--- src/rtl/deduplicator.sv ---
// Collapses each duplicated pair of stream beats into one output beat.
// Checks that pair data matches and realigns pairing on start-of-frame.
module deduplicator #(
  parameter int DATA_W  = 4,
  parameter int USER_W  = 2,
  parameter int CNT_W   = 8,
  parameter bit COMPARE = 1'b1
) (
  input  logic              clk,
  input  logic              reset,
  input  logic [DATA_W-1:0] i_TDATA,
  input  logic              i_TVALID,
  input  logic [USER_W-1:0] i_TUSER,
  output logic              o_TREADY,
  output logic [DATA_W-1:0] o_TDATA,
  output logic              o_TVALID,
  output logic [USER_W-1:0] o_TUSER,
  input  logic              i_TREADY,
  output logic              o_MISMATCH,
  output logic              o_ORPHAN,
  output logic [CNT_W-1:0]  o_ERR_CNT
);

  // state     | meaning
  // ST_FIRST  | waiting for the first beat of a pair
  // ST_SECOND | first beat held in a_data/a_user, waiting for its partner
  typedef enum logic {ST_FIRST, ST_SECOND} state_t;

  state_t            state, state_nxt;
  logic [DATA_W-1:0] a_data;
  logic [USER_W-1:0] a_user;
  logic              acc, resync, load, drain, mis_evt, err_evt;

  always_ff @(posedge clk) begin
    if (reset) state <= ST_FIRST;
    else       state <= state_nxt;
  end

  always_comb begin
    state_nxt = state;
    case (state)
      ST_FIRST:  if (acc)  state_nxt = ST_SECOND;
      ST_SECOND: if (load) state_nxt = ST_FIRST;
      default:   state_nxt = ST_FIRST;
    endcase
  end

  always_comb begin
    o_TREADY = 1'b0;
    if (!reset) o_TREADY = (state == ST_FIRST) || !o_TVALID || i_TREADY;
  end

  assign acc     = i_TVALID && o_TREADY;
  // A new SOF arriving behind a non-SOF first beat means the pairing slipped.
  assign resync  = (state == ST_SECOND) && acc && i_TUSER[0] && !a_user[0];
  assign load    = (state == ST_SECOND) && acc && !resync;
  assign drain   = o_TVALID && i_TREADY;
  assign mis_evt = load && COMPARE && (a_data != i_TDATA);
  assign err_evt = mis_evt || resync;

  always_ff @(posedge clk) begin
    if (reset) begin
      a_data <= '0;
      a_user <= '0;
    end else if (acc && ((state == ST_FIRST) || resync)) begin
      a_data <= i_TDATA;
      a_user <= i_TUSER;
    end
  end

  always_ff @(posedge clk) begin
    if (reset) begin
      o_TVALID <= 1'b0;
      o_TDATA  <= '0;
      o_TUSER  <= '0;
    end else if (load) begin
      o_TVALID <= 1'b1;
      o_TDATA  <= a_data;
      o_TUSER  <= a_user;
    end else if (drain) begin
      o_TVALID <= 1'b0;
      o_TDATA  <= '0;
      o_TUSER  <= '0;
    end
  end

  always_ff @(posedge clk) begin
    if (reset) begin
      o_MISMATCH <= 1'b0;
      o_ORPHAN   <= 1'b0;
      o_ERR_CNT  <= '0;
    end else begin
      o_MISMATCH <= mis_evt;
      o_ORPHAN   <= resync;
      if (err_evt && (o_ERR_CNT != {CNT_W{1'b1}}))
        o_ERR_CNT <= o_ERR_CNT + 1'b1;
    end
  end

endmodule
--- config.mk ---
export PLATFORM = sky130hd
export DESIGN_NAME = deduplicator
export DESIGN_NICKNAME = d
export VERILOG_FILES = /design/src/rtl/deduplicator.sv
export SDC_FILE = /design/constraint.sdc
export NUM_CORES = 1
export LEC_CHECK = 0
export ABC_AREA = 1
export CAP_MARGIN = 20
export CORE_UTILIZATION = 30
export CTS_CLUSTER_DIAMETER = 100
export DETAILED_ROUTE_END_ITERATION = 12
export HOLD_SLACK_MARGIN = 0.12
export PLACE_DENSITY = 0.61
export SYNTH_ARGS = -nofsm -noshare
export SYNTH_HDL_FRONTEND = slang
export SYNTH_SLANG_ARGS = --single-unit
export TNS_END_PERCENT = 100
--- constraint.sdc ---
create_clock -name clk -period 1.2 [get_ports clk]
set_input_delay 0.18 -clock clk [delete_from_list [all_inputs] [get_ports clk]]
set_output_delay 0.18 -clock clk [all_outputs]
set_load 0.01 [all_outputs]
==> results.sh <==
export IMPL_status="complete, but fails checks"
export IMPL_violations="setup timing"
export IMPL_synth_flop_cell="dfxtp_1"
export IMPL_fillers=320
export IMPL_syn_to_final_growth_pct=78.2
export IMPL_dp_cells=248
export IMPL_grt_pass1_vias=1218
export IMPL_initial_core_util_pct=32.5
export IMPL_vias=1254
export IMPL_synth_warnings=0
export IMPL_drive_gt1_share_pct=44.5
export IMPL_maxSlewViolCount=0
export IMPL_worst_clock_skew_ps=4.21
export IMPL_drtIter0Drc=22
export IMPL_routed_wl_um=3210
export IMPL_tritoncts="yes"
export IMPL_antenna_found_initial=0
export IMPL_grt_usage_pct=16.5
export IMPL_met1_usage_pct=19.0
export IMPL_fin_ws_ps=-80.2
export IMPL_setup_viol=8
export IMPL_diodes=0
export IMPL_numCtsBuffers=3
export IMPL_syn_avg_cell_area_um2=7.35
export IMPL_via_per_inst=4.71
export IMPL_dpl_instance_area_um2=1670
export IMPL_firstDrtPassIters=4
export IMPL_async_flop_share_pct=0
export IMPL_grt_busiest_layer="met2"
export IMPL_portBuffers=27
export IMPL_nNetsFinal=232
export IMPL_final_area_um2=1990
export IMPL_endpoint_kind="register"
export IMPL_grt_use_met2_pct=29.8
export IMPL_tightest_slew_ps=212
export IMPL_worst_setup_path_start_kind="register"
export IMPL_synth_nets=163
export IMPL_crit_required_ps=1370
export IMPL_path_max_fanout=4
export IMPL_die_area_um2=3970
export IMPL_gp_congestion=0.824
export IMPL_arrival_ps=1450
export IMPL_dp_hpwl_um=2040
export IMPL_grt_setup_unrepaired="true"
export IMPL_maxCapViolCount=0
export IMPL_slew_headroom_pct=85.8
export IMPL_cts_sinks=24
export IMPL_synth_edf_count=0
export IMPL_r2r_start="o_ERR_CNT[0]"
export IMPL_irDropWorstVdd_mv=0.464
export IMPL_ys_seq_area_share_pct=43.0
export IMPL_crit_type="reg2reg"
export IMPL_worstHoldStart="i_TDATA[0]"
export IMPL_min_path_cells=3
export IMPL_synth_cells=152
export IMPL_dieWidth_um=63.0
export IMPL_hold_path_class="in2reg"
export IMPL_die_y_um=63.0
export IMPL_core_area_um2=3440
export IMPL_fin_crit_ps=1280
export IMPL_static_leakage_power_nw=0.943
export IMPL_synthDistinctLibCells=22
export IMPL_rows=21
export IMPL_startpoint="o_ERR_CNT[0]"
export IMPL_grt_max_degree=15
export IMPL_avgRoutedWirePerCell_um=12.1
export IMPL_clk_pin_slew_ps=90
export IMPL_fin_crit_sh_pct=107
export IMPL_met3_usage_pct=2.55
export IMPL_clockBufferDepth=2
export IMPL_ant_nets=0
export IMPL_cts_max_level=1
export IMPL_max_freq_mhz=781
export IMPL_num_io_pins=28
export IMPL_ys_seq_elements=24
export IMPL_cts_root_buf="clkbuf_8"
export IMPL_place_ws_ps=-433
export IMPL_grt_pass1_wl_um=5220
export IMPL_finalHoldViolCount=0
export IMPL_global_route_overflow_total=0
export IMPL_synthesis_area_um2=1120
export IMPL_fin_cells=266
export IMPL_reg2reg_depth=7
export IMPL_clock_latency_ps=270
export IMPL_powerDensity_nw_per_um2=910
export IMPL_drc=0
## layer usage
layer | part of all wire, % | up-vias
met5 | 0 | -
met3 | 2.7 | 7
met4 | 1.8 | 0
met1 | 44 | 587
met2 | 51 | 27
li1 | - | 633
## cells in the mapped netlist (2+ instances only)
| cell | n | area share, % |
|---|---|---|
| nand2_1 | 40 | 13 |
| dfxtp_1 | 24 | 43 |
| a21oi_1 | 20 | 9.0 |
| inv_1 | 15 | 5.0 |
| nand3_1 | 11 | 4.9 |
| nor2_1 | 10 | 3.4 |
| o21ai_0 | 8 | 3.6 |
| xor2_1 | 4 | 3.1 |
| inv_2 | 3 | 1.0 |
| nand2_2 | 2 | 1.1 |
| nand2_4 | 2 | 2.0 |
| nand3_2 | 2 | 1.8 |
| nand4_1 | 2 | 1.1 |
## worst paths after layout
kind / end / slack, ps
worst min-delay path: a_data[0] / 300
worst max-delay path: o_ERR_CNT[4] / -80
worst min register to register: o_TUSER[1] / 460
worst max register to register: o_ERR_CNT[4] / -80
## placed cells by master (no fill, tap or decap), drive strengths merged
cell type	instances
clkdlybuf4s50	1
nand4	2
clkdlybuf4s15	1
nor3	1
a31oi	1
clkbuf	4
o21ai	9
bufinv	1
buf	38
ha	1
a21oi	21
dlygate4sd2	24
inv	18
nand2	45
xor2	4
nand3	14
dfxtp	24
nor2	11
## layout make-up
| class | count | area [um2] | share of cell area [%] |
|---|---|---|---|
| timing repair buffer | 65 | 537 | 27.0 |
| tap | 46 | 57.6 | 2.89 |
| multi-input combinational | 109 | 754 | 37.9 |
| sequential | 24 | 503 | 25.3 |
| clock buffer | 3 | 41.3 | 2.07 |
| inverter | 18 | 67.6 | 3.39 |
| clock inverter | 1 | 30.0 | 1.51 |
## sequential cells by signal (all words and copies together) (netlist names)
register    cells
o_MISMATCH      1
state           1
a_user          2
a_data          4
o_TVALID        1
o_ERR_CNT       8
o_ORPHAN        1
o_TDATA         4
o_TUSER         2
## logic make-up (layout without fill, tap and decap cells)
logic type               count (synthesis)  after routing  share of synthesized area, %
XOR/XNOR                                 4              4                          3.14
AO/OA/AOI/OAI                           31             31                          14.7
flip-flops                              24             24                          43.0
AND/OR/NAND/NOR                         71             73                          30.0
buffers and inverters                   21             87                          8.06
adder cells (fa/ha/maj)                  1              1                          1.12
## stage by stage
step	setup TNS [ps]	hold slack, ps	total power, mW	utilization (%)
final	-471	303	1.81	57.8
after global routing	-1330	312	1.89	57.8
after CTS	-370	298	1.80	55.4
after detailed placement	-8370	457	1.06	48.4
after global placement	-8080	456	1.06	48.4
after floorplan	0	239	0.955	-
## report_power, final
part / switching, mW / internal [mW]
logic: 0.135 / 0.121
clock network: 0.270 / 0.446
registers: 0.0229 / 0.815
## critical path: stages (launching register included)
cell and delay, ps:
dfxtp_4 380, ha_4 150, nand2_4 60, nor2_4 130
buf_4 130, nand3_2 120, nand3_1 140, a21oi_2 60
## timing repair
item / in CTS / in global routing
hold buffers: 0 / 0
buffers inserted: 7 / 4
gates cloned: 3 / 0
gates resized for setup: 65 / 23
pin swaps: 17 / 6
endpoints found under the setup margin: 38 / 21
No activity file was read; power rests on OpenSTA's default activity.
